## src/rtl/instruction_sequencer_if.sv

```systemverilog
// Instruction-memory read port and executor issue handshake of the sequencer.
interface instruction_sequencer_if #(
   parameter int unsigned ADDR_W = 4
);
   logic [ADDR_W-1:0] memAddr;
   logic [17:0]       memData;
   logic [3:0]        opCode;
   logic [2:0]        regID1;
   logic [2:0]        regID2;
   logic [7:0]        immValue;
   logic              issueValid;
   logic              issueReady;

   modport master (
      output memAddr, opCode, regID1, regID2, immValue, issueValid,
      input  memData, issueReady
   );

   modport slave (
      input  memAddr, opCode, regID1, regID2, immValue, issueValid,
      output memData, issueReady
   );
endinterface

```

## src/rtl/instruction_sequencer.sv

```systemverilog
// Walks instruction memory from slot 0, decodes each word and issues it to the
// executor under a valid/ready handshake. Stops on HALT or after the last slot.
module instruction_sequencer #(
   parameter int unsigned DEPTH   = 10,
   parameter int unsigned ADDR_W  = 4,
   parameter logic [3:0]  HALT_OP = 4'hF
) (
   input  logic                    clock,
   input  logic                    reset,
   input  logic                    start,
   input  logic [ADDR_W-1:0]       instrCount,
   instruction_sequencer_if.master bus,
   output logic [ADDR_W-1:0]       pc,
   output logic                    busy,
   output logic                    done
);

   typedef enum logic [2:0] {
      S_IDLE,
      S_FETCH,
      S_WAIT,
      S_ISSUE,
      S_DONE
   } state_t;

   localparam logic [ADDR_W-1:0] DEPTH_W = ADDR_W'(DEPTH);

   state_t            state;
   logic [ADDR_W-1:0] limit;

   // Sequencer FSM: address generation, field latch and issue handshake
   always_ff @(posedge clock) begin
      if (reset) begin
         state          <= S_IDLE;
         limit          <= '0;
         pc             <= '0;
         bus.memAddr    <= '0;
         bus.opCode     <= '0;
         bus.regID1     <= '0;
         bus.regID2     <= '0;
         bus.immValue   <= '0;
         bus.issueValid <= 1'b0;
      end else begin
         case (state)
            S_IDLE: begin
               if (start) begin
                  limit <= (instrCount > DEPTH_W) ? DEPTH_W : instrCount;
                  if (instrCount == '0) begin
                     state <= S_DONE;
                  end else begin
                     pc          <= '0;
                     bus.memAddr <= '0;
                     state       <= S_FETCH;
                  end
               end
            end
            S_FETCH: begin
               state <= S_WAIT;
            end
            S_WAIT: begin
               bus.opCode   <= bus.memData[17:14];
               bus.regID1   <= bus.memData[13:11];
               bus.regID2   <= bus.memData[10:8];
               bus.immValue <= bus.memData[7:0];
               if (bus.memData[17:14] == HALT_OP) begin
                  state <= S_DONE;
               end else begin
                  bus.issueValid <= 1'b1;
                  state          <= S_ISSUE;
               end
            end
            S_ISSUE: begin
               if (bus.issueValid && bus.issueReady) begin
                  bus.issueValid <= 1'b0;
                  if (pc == limit - 1'b1) begin
                     state <= S_DONE;
                  end else begin
                     pc          <= pc + 1'b1;
                     bus.memAddr <= pc + 1'b1;
                     state       <= S_FETCH;
                  end
               end
            end
            S_DONE: begin
               state <= S_IDLE;
            end
            default: begin
               state <= S_IDLE;
            end
         endcase
      end
   end

   // Status flags decoded straight from the state register
   always_comb begin
      busy = (state != S_IDLE);
      done = (state == S_DONE);
   end

endmodule
```

## src/flat_wrapper.sv

```systemverilog
// flat-port wrapper written by rule: the top's interface ports become plain ports
module instruction_sequencer_flat 
#(
   parameter int unsigned DEPTH   = 10,
   parameter int unsigned ADDR_W  = 4,
   parameter logic [3:0]  HALT_OP = 4'hF
)
  (clock, reset, start, instrCount, pc, busy, done, bus_memAddr, bus_opCode, bus_regID1, bus_regID2, bus_immValue, bus_issueValid, bus_memData, bus_issueReady);
  instruction_sequencer_if #(.ADDR_W(ADDR_W)) bus_i ();
  input  logic clock;
  input  logic reset;
  input  logic start;
  input  logic [ADDR_W-1:0] instrCount;
  output logic [ADDR_W-1:0] pc;
  output logic busy;
  output logic done;
  output wire logic [$bits(bus_i.memAddr)-1:0] bus_memAddr;
  output wire logic [$bits(bus_i.opCode)-1:0] bus_opCode;
  output wire logic [$bits(bus_i.regID1)-1:0] bus_regID1;
  output wire logic [$bits(bus_i.regID2)-1:0] bus_regID2;
  output wire logic [$bits(bus_i.immValue)-1:0] bus_immValue;
  output wire logic [$bits(bus_i.issueValid)-1:0] bus_issueValid;
  input wire logic [$bits(bus_i.memData)-1:0] bus_memData;
  input wire logic [$bits(bus_i.issueReady)-1:0] bus_issueReady;
  assign bus_memAddr = bus_i.memAddr;
  assign bus_opCode = bus_i.opCode;
  assign bus_regID1 = bus_i.regID1;
  assign bus_regID2 = bus_i.regID2;
  assign bus_immValue = bus_i.immValue;
  assign bus_issueValid = bus_i.issueValid;
  assign bus_i.memData = bus_memData;
  assign bus_i.issueReady = bus_issueReady;
  instruction_sequencer #(.DEPTH(DEPTH), .ADDR_W(ADDR_W), .HALT_OP(HALT_OP)) u_core (.clock(clock), .reset(reset), .start(start), .instrCount(instrCount), .bus(bus_i), .pc(pc), .busy(busy), .done(done));
endmodule
```

## config.mk

```make
export PLATFORM = sky130hd
export DESIGN_NAME = instruction_sequencer_flat
export DESIGN_NICKNAME = d
export VERILOG_FILES = /design/src/rtl/instruction_sequencer_if.sv /design/src/rtl/instruction_sequencer.sv /design/src/flat_wrapper.sv
export SDC_FILE = /design/constraint.sdc
export NUM_CORES = 1
export LEC_CHECK = 0
export CAP_MARGIN = 20
export CORE_MARGIN = 2
export CORE_UTILIZATION = 55
export CTS_BUF_LIST = sky130_fd_sc_hd__clkbuf_8
export DETAILED_ROUTE_END_ITERATION = 16
export DONT_BUFFER_PORTS = 1
export PLACE_DENSITY = 0.7
export SYNTH_ARGS = -nofsm -noshare
export SYNTH_HDL_FRONTEND = slang
export SYNTH_SLANG_ARGS = --single-unit
```

## constraint.sdc

```tcl
create_clock -name clock -period 5.05 [get_ports clock]
set_input_delay 1.01 -clock clock [delete_from_list [all_inputs] [get_ports clock]]
set_output_delay 1.01 -clock clock [all_outputs]
set_load 0.05 [all_outputs]
```

After elaboration in Yosys (flattened, before gate mapping)
Index checks and enable logic that the tools add are counted.

storage, ports and cells
  register bits after elaboration = 30
  output and inout bits = 29
  logic and storage cells = 47

operators by class
  add/sub/neg operators = 2
  $lt $le $gt $ge = 1
  equal/unequal tests = 11
  multiplexer cells = 15
  reduce and logical (&&, ||, !) cells = 10

operators with widths
  operator                                               number
  2-to-1 mux 4 bit                                       5
  2-to-1 mux 3 bit                                       5
  case mux 3 bit (4 select lines)                        1
  inequality test 2 bit, second input constant           4
  case mux 4 bit (2 select lines)                        1
  == test 3 x 2 -> 1 bit, second input constant          2
  AND reduction 5 bit                                    1
  adder 4 x 1 -> 4 bit, second input constant            1
  == test 4 bit                                          1
  == test 4 bit, second input constant                   1
  > comparator 4 bit, second input constant              1
  zero test 4 bit                                        1
  AND reduction 2 bit                                    2
  nonzero test 2 bit                                     2
  subtractor 4 x 1 -> 4 bit, second input constant       1
  == test 3 x 1 -> 1 bit, second input constant          1
  == test 3 bit, second input constant                   1
  zero test 3 bit                                        1
  AND reduction 3 bit                                    1
  nonzero test 3 bit                                     1
  2-to-1 mux 1 bit                                       2
  inequality test 2 x 1 -> 1 bit, second input constant  1
  case mux 1 bit (2 select lines)                        1
  logical AND 1 bit                                      1

Depth between registers and ports, before layout
  depth after elaboration = 5
  depth in mapped cells = 7
  depth with buffers taken out = 7

Worst setup path after synthesis
Ideal clock, no wire load.

  path type = reg2out
  start point = register u_core.state[0]
  end point = output done
  arrival = 1.602 ns
  data required time = 4.040 ns
  slack = 2.438 ns
  stages on the path, launching flop included = 3
  path buffers = 1
  cells stage by stage = dfxtp_1 > buf_2 > nor3b_1

between the ends
  cells in the longest elaborated chain, start to end = 1

RTL lines
  what                    RTL line                     RTL
  from (decl)             instruction_sequencer.sv:28  state_t state;
  from (signal assigned)  instruction_sequencer.sv:34  state <= S_IDLE;
  from (signal assigned)  instruction_sequencer.sv:49  state <= S_DONE;
  from (signal assigned)  instruction_sequencer.sv:53  state <= S_FETCH;
  == test 3 bit           instruction_sequencer.sv:97  done = (state == S_DONE);
  to (decl)               flat_wrapper.sv:16           output logic done;

Every way passes these cells.

Final worst setup path
  start point = register u_core.state[2]
  end point = output done

Same word-level chain as after synthesis.

==> results.json <==
{
  "cap_viol_max_count": 0,
  "timing.rr.end": "u_core.pc[0]$_SDFFE_PP0P_",
  "syn_area_per_cell_um2": 7.979,
  "crit_chain": "nor3b_2",
  "worstPathMaxFanout": 7,
  "setup_tns_ns": 0,
  "io_pins": 55,
  "synth_seq_cells": 30,
  "fmax_mhz": 405.1,
  "fin_crit_ns": 2.469,
  "syn_nets": 195,
  "tightest_slew_ns": 1.147,
  "cts_hold_buf": 0,
  "dieArea_um2": 2832,
  "syn_inst": 167,
  "worstHoldPathType": "reg -> reg",
  "reg2reg_slack_ns": 2.76,
  "status": "complete, no violations",
  "final-hold-violation-count": 0,
  "grt_pass1_wl_mm": 4.298,
  "path_clk_slew_ns": 0.06,
  "cpPeakStageDelay_ns": 0.74,
  "arrival_ns": 1.46,
  "routed_wl_mm": 2.698,
  "post_synth_num_cell_types": 35,
  "fin_nets": 190,
  "drive_above_1_share_pct": 6.748,
  "vias": 1088,
  "initial_core_util_pct": 59.10,
  "cts_setup_buffers": 0,
  "worstSetupPathType": "reg -> out",
  "leakage_nw": 0.5078,
  "core_area_um2": 2255,
  "hold_end": "u_core.limit[3]$_SDFFE_PP0P_",
  "cp_num_cells": 1,
  "crit_buf_inv": 0,
  "drtIter0Drc": 13,
  "rsz0062_at_grt": "no",
  "final_cells": 191,
  "numCtsBuffers": 5,
  "ir_worst_vdd_v": 0.0003875,
  "grt-ovfl-total": 0,
  "fin_skew_ns": 0.005737,
  "clock_latency_ns": 0.27,
  "antenna_found_initial": 0,
  "diodes": 0,
  "min_path_cells": 2,
  "r2r_cells": 5,
  "synth_area_um2": 1333,
  "cts_root_buffer": "clkbuf_8",
  "fp.dieW_um": 53.22,
  "fillers": 219,
  "worstPathRequired_ns": 4.04,
  "grt_max_degree": 27,
  "vias_per_cell": 5.696,
  "critical_path.startpoint_type": "register",
  "cts_tree": "built",
  "cp_slowest_cell": "nor3b_2",
  "slew_viol_final": 0,
  "drc_errors": 0,
  "h-tree-depth": 2,
  "clock_sinks": 30,
  "ant_nets": 0,
  "path_delay_family": "simple AND/OR/NAND/NOR gates",
  "slew_headroom_pct": 23.45,
  "cts_resized": 0,
  "yosysSeqAreaShare_pct": 45.07,
  "dpl.hpwl_mm": 1.936,
  "yosysWarnings": 0,
  "cts_buffer_depth": 2,
  "min_from": "u_core.limit[3]$_SDFFE_PP0P_",
  "gr-usage-all-layers_pct": 21.14,
  "setup_violations": 0,
  "synthToLayoutAreaGrowth_pct": 4.976,
  "routabilityCongestion": 0.8058,
  "rows": 17,
  "power_density_nw_per_um2": 560.7,
  "finalCritPeriodShare_pct": 48.88,
  "end_kind": "output port",
  "r2r-start": "u_core.pc[0]$_SDFFE_PP0P_",
  "drt_first_pass_iters": 6,
  "port_buffers": 0,
  "dp.cells": 183,
  "die_h_um": 53.22,
  "grt_pass1_vias": 1000,
  "wl_per_cell_um": 14.13
}
routing by layer:
metal | GRT usage, % | up-vias | routed length [um]
met1 | 25.53 | 491 | 1188
met3 | 10.45 | 5 | 269
met5 | 0 | - | 0
li1 | - | 550 | -
met4 | 10.26 | 0 | 43
met2 | 30.86 | 42 | 1196
how the worst max path moves through the flow:
| stage | start | end | slack (ns) |
|---|---|---|---|
| finish | u_core.state[2]$_SDFFE_PP0P_ | done | 2.58 |
| floorplan | u_core.state[0]$_SDFFE_PP0P_ | done | 2.44 |
| global placement | instrCount[0] | u_core.pc[2]$_SDFFE_PP0P_ | 2.85 |
| detailed placement | u_core.pc[0]$_SDFFE_PP0P_ | u_core.pc[0]$_SDFFE_PP0P_ | 2.80 |
| global route | u_core.state[2]$_SDFFE_PP0P_ | done | 2.52 |
| CTS | u_core.state[2]$_SDFFE_PP0P_ | done | 2.57 |
cell type report:
class | instances | area [um^2] | area share, %
multi-input combinational | 121 | 656.9 | 46.96
sequential | 30 | 600.6 | 42.93
clock buffer | 6 | 82.58 | 5.903
tap | 28 | 35.03 | 2.504
inverter | 4 | 15.01 | 1.073
clock inverter | 2 | 8.758 | 0.6261
Yosys cell counts:
master    number  area [um^2]
nand3_1        2        10.01
nand3b_1       2        15.01
a31oi_1        1        6.260
a211oi_1       2        15.01
nor2b_1        1        6.260
a22oi_2        1        12.51
xnor2_1        3        26.28
buf_2          4        20.02
buf_1          1        3.750
o211ai_1       1        7.510
nor3b_2        1        12.51
nand2b_1       2        12.51
inv_1          4        15.01
o22a_1         1        8.760
xor2_1         2        17.52
and3_1         1        6.260
nor3b_1        1        7.510
mux2i_1        3        30.03
clkbuf_1       3        11.26
nor4_1         2        12.51
o21ai_0        1        5.000
and4_1         1        8.760
nor3_1         4        20.02
nand4_1        2        12.51
and2_1         2        12.51
or3b_1         1        8.760
o221a_2        1        11.26
nor2_1         8        30.03
a21oi_1       22        110.1
nor4b_1        1        8.760
buf_4          4        30.03
o22ai_1        2        12.51
nand2_1       48        180.2
ha_1           2        25.02
dfxtp_1       30        600.6
per-stage QoR:
stage          power, mW  worst slack, ns  utilization, %  hold slack, ns  instance area (um^2)
2_1_floorplan     0.5728            2.438               -          0.4478                  1333
3_3_place_gp      0.5903            2.854           57.99          0.4586                  1308
3_5_place_dp      0.5984            2.796           57.99          0.4640                  1308
4_1_cts           0.7899            2.566           62.04          0.4717                  1399
5_1_grt           0.8299            2.518           62.04          0.4951                  1399
6_report          0.7843            2.581           62.04          0.4681                  1399
cell usage in the layout (no fill, tap or decap), drive strengths merged:
| master | n |
|---|---|
| nand2 | 48 |
| dfxtp | 30 |
| a21oi | 22 |
| nor2 | 8 |
| clkbuf | 6 |
| inv | 5 |
| nor3 | 4 |
| xnor2 | 3 |
| mux2i | 3 |
| nor3b | 2 |
| nor4 | 2 |
| nand3b | 2 |
| xor2 | 2 |
| nand4 | 2 |
| nand2b | 2 |
| nand3 | 2 |
| and2 | 2 |
| o22ai | 2 |
| a211oi | 2 |
| ha | 2 |
| or3b | 1 |
| and4 | 1 |
| nor2b | 1 |
| o221a | 1 |
| a31oi | 1 |
| nor4b | 1 |
| a22oi | 1 |
| o211ai | 1 |
| o22a | 1 |
| and3 | 1 |
| o21ai | 1 |
| clkinv | 1 |
sequential cells by signal, indices dropped and copies added, names as in the netlist:
name                   count
u_core.bus.opCode          4
u_core.bus.regID1          3
u_core.bus.issueValid      1
u_core.pc                  4
u_core.bus.regID2          3
u_core.state               3
u_core.limit               4
u_core.bus.immValue        8
report_power, final:
group / leakage [nW] / switching, mW / internal (mW)
registers: 0.244 / 0.138 / 0.277
logic: 0.211 / 0.118 / 0.0609
clock network: 0.0524 / 0.0834 / 0.108
logic make-up after synthesis:
family	synth area share, %
adders and majority gates	1.878
and+or+nand+nor	27.32
AOI/OAI and AO/OA	14.18
muxes	2.254
buffers and inverters	6.009
xor gates and xnor gates	3.287
DFF	45.07
Note: power is estimated with default switching activity, not from simulation.
